===== src/rtl/mem_pkg.sv =====
// mem_pkg: shared definitions for the MEM pipeline stage.
//   - funct3 encodings for load/store access size and signedness
//   - FSM state type for the data-memory access sequencer
//   - default WAIT timeout
package mem_pkg;

    localparam logic [2:0] F3_B  = 3'b000;
    localparam logic [2:0] F3_H  = 3'b001;
    localparam logic [2:0] F3_W  = 3'b010;
    localparam logic [2:0] F3_BU = 3'b100;
    localparam logic [2:0] F3_HU = 3'b101;

    localparam int unsigned TIMEOUT_CYCLES_DEFAULT = 255;

    typedef enum logic [1:0] {
        ST_IDLE,
        ST_REQ,
        ST_WAIT
    } mem_state_e;

endpackage


===== src/rtl/mem_load_align.sv =====
// mem_load_align: selects the addressed byte/halfword lane of a 32-bit
// memory word and sign- or zero-extends it according to funct3.
//   rdata  : raw 32-bit word returned by data memory
//   addr   : low two bits of the effective address
//   funct3 : access size/sign (B, H, W, BU, HU)
//   data32 : aligned, extended load result
module mem_load_align
    import mem_pkg::*;
(
    input  logic [31:0] rdata,
    input  logic [1:0]  addr,
    input  logic [2:0]  funct3,
    output logic [31:0] data32
);

    logic [7:0]  w_byte;
    logic [15:0] w_half;

    always_comb begin
        w_byte = '0;
        case (addr)
            2'd0:    w_byte = rdata[7:0];
            2'd1:    w_byte = rdata[15:8];
            2'd2:    w_byte = rdata[23:16];
            default: w_byte = rdata[31:24];
        endcase
        w_half = addr[1] ? rdata[31:16] : rdata[15:0];

        data32 = rdata;
        case (funct3)
            F3_B:    data32 = {{24{w_byte[7]}}, w_byte};
            F3_BU:   data32 = {24'h0, w_byte};
            F3_H:    data32 = {{16{w_half[15]}}, w_half};
            F3_HU:   data32 = {16'h0, w_half};
            default: data32 = rdata;
        endcase
    end

endmodule


===== src/rtl/mem_access_stage.sv =====
// mem_access_stage: pipeline MEM stage. Issues loads/stores to data memory
// over a valid/ready request channel, waits for the response channel,
// aligns load data, generates store strobes, and stalls the pipeline while
// an access is outstanding. Results go combinationally to mem_wb.
//   clk, rst                  : clock, synchronous active-high reset
//   valid_in .. MemWrite_in   : instruction and controls from EX/MEM
//   dmem_req_* / dmem_addr    : request channel (valid/ready handshake)
//   dmem_we/wdata/wstrb       : store controls
//   dmem_rvalid / dmem_rdata  : response channel
//   *_out                     : results to mem_wb, stall, exception pulses
module mem_access_stage
    import mem_pkg::*;
#(
    parameter int unsigned TIMEOUT_CYCLES = TIMEOUT_CYCLES_DEFAULT
) (
    input  logic        clk,
    input  logic        rst,
    input  logic        valid_in,
    input  logic [31:0] ALU_result_in,
    input  logic [31:0] StoreData_in,
    input  logic [2:0]  funct3_in,
    input  logic [4:0]  rd_in,
    input  logic        RegWrite_in,
    input  logic        MemToReg_in,
    input  logic        MemRead_in,
    input  logic        MemWrite_in,
    output logic        dmem_req_valid,
    input  logic        dmem_req_ready,
    output logic [31:0] dmem_addr,
    output logic        dmem_we,
    output logic [31:0] dmem_wdata,
    output logic [3:0]  dmem_wstrb,
    input  logic        dmem_rvalid,
    input  logic [31:0] dmem_rdata,
    output logic [31:0] ALU_result_out,
    output logic [31:0] MemReadData_out,
    output logic [4:0]  rd_out,
    output logic        RegWrite_out,
    output logic        MemToReg_out,
    output logic        stall_out,
    output logic        misaligned_out,
    output logic        bus_error_out
);

    localparam int unsigned CNT_W =
        ($clog2(TIMEOUT_CYCLES + 1) > 8) ? $clog2(TIMEOUT_CYCLES + 1) : 8;

    mem_state_e       r_state, w_state_next;
    logic [CNT_W-1:0] r_cnt;

    logic        w_mem_op, w_misaligned, w_timeout;
    logic        w_req, w_stall, w_mis, w_berr, w_resp;
    logic [31:0] w_st_data, w_load_data;
    logic [3:0]  w_st_strb;

    assign w_mem_op     = valid_in & (MemRead_in | MemWrite_in);
    assign w_misaligned = ((funct3_in[1:0] == 2'b10) & (|ALU_result_in[1:0])) |
                          ((funct3_in[1:0] == 2'b01) & ALU_result_in[0]);
    // Aborts on the TIMEOUT_CYCLES-th WAIT cycle, so WAIT never lasts longer.
    assign w_timeout    = (r_cnt == CNT_W'(TIMEOUT_CYCLES - 1));

    always_ff @(posedge clk) begin
        if (rst) begin
            r_state <= ST_IDLE;
            r_cnt   <= '0;
        end else begin
            r_state <= w_state_next;
            // Held at zero outside WAIT, so it is clear on every WAIT entry.
            r_cnt   <= (r_state == ST_WAIT) ? r_cnt + CNT_W'(1) : '0;
        end
    end

    always_comb begin
        w_state_next = r_state;
        w_req        = 1'b0;
        w_stall      = 1'b0;
        w_mis        = 1'b0;
        w_berr       = 1'b0;
        w_resp       = 1'b0;
        case (r_state)
            ST_IDLE: begin
                if (w_mem_op) begin
                    if (w_misaligned) begin
                        w_mis = 1'b1;
                    end else begin
                        w_req        = 1'b1;
                        w_stall      = 1'b1;
                        w_state_next = dmem_req_ready ? ST_WAIT : ST_REQ;
                    end
                end
            end
            ST_REQ: begin
                // EX/MEM is frozen by the stall, so the request stays stable.
                w_req   = 1'b1;
                w_stall = 1'b1;
                if (dmem_req_ready) w_state_next = ST_WAIT;
            end
            ST_WAIT: begin
                // A response arriving on the timeout cycle still completes.
                if (dmem_rvalid) begin
                    w_resp       = 1'b1;
                    w_state_next = ST_IDLE;
                end else if (w_timeout) begin
                    w_berr       = 1'b1;
                    w_state_next = ST_IDLE;
                end else begin
                    w_stall = 1'b1;
                end
            end
            default: w_state_next = ST_IDLE;
        endcase
    end

    always_comb begin
        w_st_data = StoreData_in;
        w_st_strb = 4'b1111;
        case (funct3_in[1:0])
            2'b00: begin
                w_st_data = {4{StoreData_in[7:0]}};
                w_st_strb = 4'b0001 << ALU_result_in[1:0];
            end
            2'b01: begin
                w_st_data = {2{StoreData_in[15:0]}};
                w_st_strb = 4'b0011 << {ALU_result_in[1], 1'b0};
            end
            default: begin
                w_st_data = StoreData_in;
                w_st_strb = 4'b1111;
            end
        endcase
    end

    mem_load_align u_align (
        .rdata  (dmem_rdata),
        .addr   (ALU_result_in[1:0]),
        .funct3 (funct3_in),
        .data32 (w_load_data)
    );

    assign dmem_req_valid  = ~rst & w_req;
    assign dmem_addr       = {ALU_result_in[31:2], 2'b00};
    assign dmem_we         = ~rst & w_req & MemWrite_in;
    assign dmem_wdata      = MemWrite_in ? w_st_data : '0;
    assign dmem_wstrb      = MemWrite_in ? w_st_strb : 4'b1111;

    assign ALU_result_out  = ALU_result_in;
    assign rd_out          = rd_in;
    assign MemToReg_out    = ~rst & MemToReg_in;
    assign MemReadData_out = (~rst & w_resp & MemRead_in) ? w_load_data : '0;
    assign RegWrite_out    = ~rst & valid_in & RegWrite_in & ~w_stall & ~w_mis & ~w_berr;
    assign stall_out       = ~rst & w_stall;
    assign misaligned_out  = ~rst & w_mis;
    assign bus_error_out   = ~rst & w_berr;

endmodule

===== config.mk =====
export PLATFORM = sky130hd
export DESIGN_NAME = mem_access_stage
export DESIGN_NICKNAME = d
export VERILOG_FILES = /design/src/rtl/mem_pkg.sv /design/src/rtl/mem_load_align.sv /design/src/rtl/mem_access_stage.sv
export SDC_FILE = /design/constraint.sdc
export NUM_CORES = 1
export LEC_CHECK = 0
export BUFFER_PORTS_ARGS = -buffer_cell sky130_fd_sc_hd__buf_4
export CORE_AREA = 2 2 100 102
export DETAILED_ROUTE_END_ITERATION = 10
export DIE_AREA = 0 0 102 104
export REMOVE_ABC_BUFFERS = 1
export SLEW_MARGIN = 20
export SYNTH_ARGS = -nofsm -noshare
export SYNTH_HDL_FRONTEND = slang
export SYNTH_SLANG_ARGS = --single-unit

===== constraint.sdc =====
create_clock -name clk -period 1.9 [get_ports clk]
set_input_delay 0.095 -clock clk [delete_from_list [all_inputs] [get_ports clk]]
set_output_delay 0.095 -clock clk [all_outputs]
set_load 0.01 [all_outputs]

==> results.yml, run 1 <==
outcome:
  status: "finished with violations"
  failed_checks: "negative setup slack"
detailed_routing:
  wl_per_cell_um: 20.5
  drt_wl_total_um: 11200
  antenna_left: 0
  drcViolationCount: 0
  drtIter0Drc: 66
  route.met2.wl_um: 4610
  vias_per_cell: 4.83
  top_layer: "met5"
  wl_met1_um: 4370
  first_pass_iters: 4
  vias: 2638
  wl_met3_um: 1860
place:
  gp_congestion: 0.829
  dp_slack_ps: 123
  port_buffers: 154
  hpwl_um: 9080
  postPlaceCellArea_mm2: 0.00317
synthesis:
  synth-edff-count: 0
  synth_simple_gate_area_share_pct: 20.4
  synthAdderAreaFrac_pct: 1.07
  ys_async_sr_fraction_pct: 0
  postSynthCellCount: 329
  synth_ff_type: "dfxtp_1"
  yosysUniqueCellTypes: 42
  avgSynthCellArea_um2: 7.13
  synth_top_family_by_area: "buffers and inverters"
  syn_area_mm2: 0.00235
  synth_mux_area_share_pct: 15.0
  ys_ff_latch: 10
  ys_seq_area_share_pct: 8.53
  synth_xor_xnor_area_share_pct: 1.87
  synth_compound_gate_area_share_pct: 22.6
  yosysWarningCount: 0
worst_setup_path:
  cp.arrival_ps: 1910
  critPathMaxFanout: 16
  cp_slowest_cell: "or3b_4"
  crit_chain: "or3b_4 > or2_4 > a221o_1 > buf_12 > a21oi_1 > buf_4"
  worstSetupPathType: "flop to output pin"
  critPathLaunchType: "flop"
  worst-path-buf-inv: 2
  critPathMaxStageDelay_ps: 380
  cp-end-kind: "output pin"
  cp_top_family: "simple AND/OR/NAND/NOR gates"
  required_ps: 1800
clock_tree:
  clockBufferDepth: 2
  cts_buffers: 3
  path_clk_slew_ps: 40
  cts_hold_buffers: 0
  cts_sinks: 10
  htree_levels: 1
  cts-root-buf: "clkbuf_8"
  clk_latency_ps: 230
  post_cts_buffers: 0
  cts_tree: "built"
grt:
  grt.overflow.total: 0
  grt_pass1_vias: 2448
  track_usage_pct: 19.6
  antenna_found_initial: 0
  grt_max_degree: 36
  grt_pass1_wl_um: 15700
timing:
  finalClockSkew_ps: 2.57
  slew_violations: 0
  hold_violations: 0
  finalCritPeriodShare_pct: 106
  grt_setup_unrepaired: "true"
  setup_viol: 16
  fmax_mhz: 498
  period_needed_ps: 2010
  layout_setup_ws_ps: -108
floorplanning:
  die_area_mm2: 0.0106
  coreArea_mm2: 0.00955
  die_width_um: 102
  rows: 36
  io_pins: 257
  start_util_pct: 24.6
  fp.dieH_um: 104
finish:
  final_util_pct: 34.6
  fin_nets: 529
  design_area_mm2: 0.00330
  drive_above_1_share_pct: 50.8
  diodes: 0
  syn_to_final_growth_pct: 40.6
run:
  drv_cap: 0
power_and_ir_drop:
  power.density_mw_per_mm2: 320
  power.leakage_nw: 1.62
  ir_drop_mv: 0.388
min_path:
  hold_class: "input port to flop"
==> cells in the final DEF (no fill, tap or decap), drive strengths merged, types with 9 or more instances in the layout <==
| cell | Yosys | routed |
|---|---|---|
| nand2 | 30 | 30 |
| and2 | 9 | 9 |
| a21oi | 30 | 30 |
| mux2i | 16 | 16 |
| nor2b | 13 | 13 |
| inv | 21 | 21 |
| nor2 | 20 | 20 |
| nor3 | 10 | 10 |
| dfxtp | 10 | 10 |
| buf | 76 | 169 |
==> stage by stage <==
stage / hold WS [ps] / setup TNS (ps) / total power [W] / instances
after detailed placement: 190 / 0 / 0.000791 / 542
after CTS: 35.0 / -1730 / 0.00106 / 546
after global routing: 38.7 / -2160 / 0.00112 / 546
final: 30.6 / -1320 / 0.00106 / 546
after global placement: 190 / 0 / 0.000782 / 542
after floorplan: 164 / -4450 / 0.000439 / 240
==> cell type report <==
class / instances / area, µm²
clock buffers: 4 / 55.1
fillers: 1069 / 6250
inverters: 22 / 82.6
multi-input cells: 208 / 1510
flip-flops and latches: 10 / 201
well taps: 133 / 166
repair buffers: 169 / 1280
==> cell families after synthesis <==
logic type / after synthesis
buf+inv: 112
simple gates: 98
flops: 10
compound gates: 76
fa+ha+maj: 2
xor+xnor: 5
mux: 25
other cells: 1
==> synth_stat cells, types with 2 or more instances <==
master    count  share of area [%]
buf_6         4                1.9
and2_1        9                2.4
or2_2         2               0.53
xnor2_1       2               0.75
a221oi_1      2               0.75
a21oi_2      10                3.7
ha_1          2                1.1
nor3_1       10                2.1
a21boi_0      8                2.6
dfxtp_1      10                8.5
xor2_1        3                1.1
clkbuf_1     14                2.2
o21ai_0       8                1.7
nor2b_1      13                3.5
nor4_1        3               0.80
o22ai_1       8                2.1
o211a_1       8                3.4
a21oi_1      20                4.3
mux4_2        8                7.7
inv_1        21                3.4
buf_1         2               0.32
nor2_1       20                3.2
nand2_1      30                4.8
buf_4        70                 22
a22oi_1       8                2.6
nand3_1       3               0.64
mux2i_1      16                6.8
==> power breakdown <==
| part | leakage, nW | switching, W | internal [W] |
|---|---|---|---|
| combinational | 1.51 | 0.000277 | 0.000303 |
| clock | 0.0288 | 0.0000790 | 0.000182 |
| sequential | 0.0812 | 0.00000180 | 0.000214 |
==> registers in the layout (all words and copies together) (netlist names) <==
signal and cells:
r_cnt 8, r_state 2
==> worst paths after layout <==
kind,start,endpoint,slack (ps),cells past startpoint
max,r_state[0],MemReadData_out[19],-110,6
min,dmem_req_ready,r_state[0],30,2
max reg2reg,r_cnt[0],r_state[0],540,6
min reg2reg,r_cnt[0],r_cnt[0],480,1
==> routing by layer <==
| metal | vias up | global-route usage (%) |
|---|---|---|
| met1 | 1192 | 23.4 |
| li1 | 1221 | - |
| met2 | 195 | 27.1 |
| met4 | 4 | 4.95 |
| met5 | - | 10.8 |
| met3 | 26 | 14.3 |
==> repair_timing <==
item,CTS,global route
gates resized for setup,4,13
pin swaps,0,1
setup endpoints to repair,19,28
==> worst register-to-register path, delay by kind of cell (launching register included) <==
family	cells	cell delay, ps
AOI/OAI and AO/OA	2	400
adders and majority gates	1	160
buffers and inverters	1	70
DFF	1	340
and+or+nand+nor	2	290
Note: power is estimated with default switching activity, not from simulation.
==> inputs of run 2 (changes only) <==
Settings changed: HOLD_SLACK_MARGIN set to 0.05.
==> run 2 against run 1 <==
Sequential power is essentially flat. Count of clock-buffer cells in the layout stayed put. Clock skew unchanged. Via count increased by 0.30%. Combinational power is essentially flat. Critical path depth is the same. Fmax hardly changed. Critical endpoint unchanged. Clock power hardly changed. Sequential share of layout area hardly changed. First-iteration DRC count fell by 3.0%. The run still ends with negative setup slack left.
==> results.yml, run 2 (same netlist as run 1, synthesis figures left out) <==
min_path:
  min_from: "rst"
  hold_depth: 2
  hold_class: "input port to flop"
detailed_routing:
  antenna_left: 0
  drtIter0Drc: 64
  vias_per_cell: 4.84
  vias: 2646
  first_pass_iters: 4
  wl_per_cell_um: 20.5
  drt_wl_total_um: 11200
  drcViolationCount: 0
power_and_ir_drop:
  power.density_mw_per_mm2: 320
  ir_drop_mv: 0.388
  power.leakage_nw: 1.62
worst_setup_path:
  required_ps: 1800
  cp.arrival_ps: 1910
  cp-end-kind: "output pin"
  worstSetupPathType: "flop to output pin"
  startpoint: "r_state[0]"
  critPathLaunchType: "flop"
  r2r-start: "r_cnt[0]"
  reg2regPathDepth: 6
  critPathMaxFanout: 16
timing:
  finalClockSkew_ps: 2.57
  hold_violations: 0
  layout_setup_ws_ps: -108
  grt_setup_unrepaired: "true"
  setup_viol: 16
  period_needed_ps: 2010
  finalCritPeriodShare_pct: 106
  slew_violations: 0
  fin_setup_tns_ps: -1320
  fmax_mhz: 498
grt:
  grt_pass1_wl_um: 15700
  grt.overflow.total: 0
  grt_max_degree: 36
  grt_pass1_vias: 2460
  antenna_found_initial: 0
  track_usage_pct: 19.7
clock_tree:
  htree_levels: 1
  cts_buffers: 3
  clk_latency_ps: 230
  cts_sinks: 10
  post_cts_buffers: 0
  clockBufferDepth: 2
  path_clk_slew_ps: 40
  cts_tree: "built"
  cts-root-buf: "clkbuf_8"
floorplanning:
  io_pins: 257
  coreArea_mm2: 0.00955
  die_width_um: 102
  die_area_mm2: 0.0106
  start_util_pct: 24.6
  rows: 36
  fp.dieH_um: 104
outcome:
  failed_checks: "negative setup slack"
  status: "finished with violations"
finish:
  reg.largest.list: "r_cnt x8, r_state x2"
  drive_above_1_share_pct: 50.7
  fin_nets: 530
  layout_commonest_cell: "buf_4"
  nFillCells: 1068
  largest_reg_flops: 8
  diodes: 0
  syn_to_final_growth_pct: 41.0
  largest-register: "r_cnt"
  final_util_pct: 34.7
  fin_cells: 547
  final_cell_mix: "buf_4, nand2_1, inv_1"
place:
  dp_cells: 542
  hpwl_um: 9080
  gp_congestion: 0.829
  port_buffers: 154
run:
  drv_cap: 0
[run 2: cell types whose count changed in the layout (fill, tap and decap cells not counted)]
cell and change:
dlygate4sd3_1 +1
[run 2: area by class of cell]
class,instances,area (µm²),area share [%]
clock buffer,4,55.1,1.66
tap,133,166,5.03
multi-input combinational,208,1510,45.7
sequential,10,201,6.09
inverter,22,82.6,2.50
timing repair buffer,170,1290,39.0
[run 2: per-stage QoR]
step	hold WS [ps]	instance area (µm²)	total power [W]	setup WS, ps
after global placement	190	3170	0.000782	150
after CTS	86.1	3250	0.00106	-129
after detailed placement	190	3170	0.000791	123
final	95.9	3310	0.00106	-108
after global routing	100	3310	0.00112	-149
after floorplan	164	1720	0.000439	-316
[run 2: routing by layer]
layer,vias up,track usage [%],part of all wire [%]
met4,4,4.95,2.3
met1,1196,23.4,39
li1,1223,-,-
met2,197,27.2,41
met5,-,10.8,1.2
met3,26,14.3,17
[run 2: report_power, final]
part / internal [W] / switching, W
Sequential: 0.000214 / 0.00000181
Combinational: 0.000304 / 0.000277
Clock: 0.000182 / 0.0000790
[run 2: worst paths after layout]
| path | slack, ps | to |
|---|---|---|
| worst max-delay path | -110 | MemReadData_out[19] |
| worst min-delay path | 100 | r_state[1] |
| worst max register to register | 540 | r_state[0] |
| worst min register to register | 480 | r_cnt[0] |
[run 2: critical path: stages (launching register included)]
cell and delay, ps:
dfxtp_2 310, or3b_4 380, or2_4 240, a221o_1 300, buf_12 170, a21oi_1 120, buf_4 130
[run 2: repair_timing]
item                                    in CTS  in global routing
endpoints found under the hold margin        1                  0
hold buffers                                 1                  0
gates resized for setup                      4                 13
pin swaps                                    0                  1
endpoints found under the setup margin      19                 28
==> inputs of run 3 (changes only) <==
Settings changed: PLACE_DENSITY set to 0.6, RECOVER_POWER set to 100.
==> run 3 against run 2 <==
The flow still finishes with violations (negative setup slack). Non-clock buffer count unchanged. Fmax about the same. Clock power about the same. Critical path depth unchanged. Combinational power decreased by 3%. Core utilization decreased by 0.59 points. Clock skew about the same. Routed wire length about the same. Critical path type unchanged. Critical endpoint unchanged. Largest power group unchanged.
==> results.yml, run 3 (same netlist as run 1, synthesis figures left out) <==
outcome:
  status: "finished with violations"
  failed_checks: "negative setup slack"
timing:
  layout_setup_ws_ps: -108
  period_needed_ps: 2010
  setup_viol: 16
  worstMarginPinSlew_ps: 572
  finalCritPeriodShare_pct: 106
  slew_violations: 0
  fmax_mhz: 498
  finalClockSkew_ps: 2.56
  grt_setup_unrepaired: "true"
  hold_violations: 0
  relSlewSlack_pct: 61.9
detailed_routing:
  drt_wl_total_um: 11200
  drcViolationCount: 0
  first_pass_iters: 4
  vias: 2645
  wl_per_cell_um: 20.5
  vias_per_cell: 4.84
  antenna_left: 0
  drtIter0Drc: 64
worst_setup_path:
  startpoint: "r_state[0]"
  endpoint: "MemReadData_out[19]"
  cp_slowest_cell: "or3b_4"
  r2r-start: "r_cnt[0]"
  cp-end-kind: "output pin"
  r2r_setup_slack_ps: 550
  worstSetupPathType: "flop to output pin"
  critPathMaxStageDelay_ps: 380
  crit_chain: "or3b_4 > or2_4 > a221o_1 > buf_12 > a21oi_1 > buf_4"
  critPathMaxFanout: 16
  timing.rr.end: "r_state[0]"
  critPathLaunchType: "flop"
  reg2regPathDepth: 6
  cp.arrival_ps: 1910
  required_ps: 1800
finish:
  largest_reg_flops: 8
  diodes: 0
  reg.largest.list: "r_cnt x8, r_state x2"
  layout_commonest_cell: "buf_4"
  drive_above_1_share_pct: 47.1
  final_cell_mix: "buf_4, nand2_1, inv_1"
  fin_nets: 530
  largest-register: "r_cnt"
  syn_to_final_growth_pct: 38.6
power_and_ir_drop:
  p_switching_w: 0.000358
  power.share.switching_pct: 34.3
  clockPowerShare_pct: 25.0
  total_power_w: 0.00104
  power.leakage_nw: 1.56
  ir_drop_mv: 0.388
  power.density_mw_per_mm2: 320
  combinationalPowerShare_pct: 54.3
  seq_power_share_pct: 20.7
  p_int_w: 0.000685
floorplanning:
  die_area_mm2: 0.0106
  start_util_pct: 24.6
  fp.dieH_um: 104
  coreArea_mm2: 0.00955
  die_width_um: 102
  io_pins: 257
  rows: 36
clock_tree:
  clockBufferDepth: 2
  cts-root-buf: "clkbuf_8"
  path_clk_slew_ps: 40
  clk_latency_ps: 230
  cts_sinks: 10
  cts_buffers: 3
  cts_tree: "built"
  htree_levels: 1
  post_cts_buffers: 0
grt:
  grt_max_degree: 36
  antenna_found_initial: 0
  grt_pass1_wl_um: 15700
  grt.overflow.total: 0
  track_usage_pct: 19.7
  grt_pass1_vias: 2460
place:
  port_buffers: 154
  dp_slack_ps: 123
  hpwl_um: 9080
  gp_congestion: 0.829
run:
  drv_cap: 0
min_path:
  hold_class: "input port to flop"
## run 3: cell count changes in the layout (fill, tap and decap cells not counted), sizes merged
cell / before / now
clkbuf: 4 / 19
buf: 169 / 154
## run 3: layer usage
layer	wire length, µm	vias up	track usage [%]
met4	258	4	4.95
met2	4630	197	27.2
met1	4350	1195	23.4
met3	1860	26	14.3
li1	-	1223	-
met5	131	-	10.8
## run 3: worst max-delay path, delay by kind of cell, from the launching register on
family	cells	cell delay, ps
simple gates	2	620
compound gates	2	420
buf+inv	2	300
flops	1	310
## run 3: stage by stage
stage | utilization (%) | hold WS, ps | std cells | area (µm²) | setup TNS [ps]
CTS | 34.1 | 86.1 | 547 | 3250 | -1730
finish | 34.1 | 94.8 | 547 | 3250 | -1320
floorplan | - | 164 | 240 | 1720 | -4450
global placement | 33.2 | 190 | 542 | 3170 | 0
detailed placement | 33.2 | 190 | 542 | 3170 | 0
global route | 34.1 | 100 | 547 | 3250 | -2240
## run 3: worst min path at each step
stage	from	end	slack (ps)	cells past startpoint
finish	rst	r_state[1]	90	2
global route	rst	r_state[1]	100	2
CTS	rst	r_state[1]	90	2
detailed placement	ALU_result_in[11]	dmem_addr[11]	190	0
global placement	ALU_result_in[11]	dmem_addr[11]	190	0
floorplan	rst	r_state[1]	160	1
## run 3: layout make-up
cell class                      instances  area (µm²)
Tap cell                              133         166
Inverter                               22        82.6
Timing Repair Buffer                  170        1230
Fill cell                            1082        6300
Sequential cell                        10         201
Multi-Input combinational cell        208        1510
Clock buffer                            4        55.1
## run 3: power by group through the flow
stage | sequential (W) | clock, W | combinational, W
2_1_floorplan | 0.000221 | 0 | 0.000218
3_3_place_gp | 0.000219 | 0 | 0.000563
3_5_place_dp | 0.000219 | 0 | 0.000572
4_1_cts | 0.000215 | 0.000266 | 0.000578
5_1_grt | 0.000215 | 0.000273 | 0.000615
6_report | 0.000215 | 0.000261 | 0.000566
## run 3: timing repair
item	in CTS	in global routing
resized for setup	4	13
hold buffers	1	0
setup endpoints to repair	19	28
hold endpoints to repair	1	0
gates cloned	0	0
pin swaps	0	1
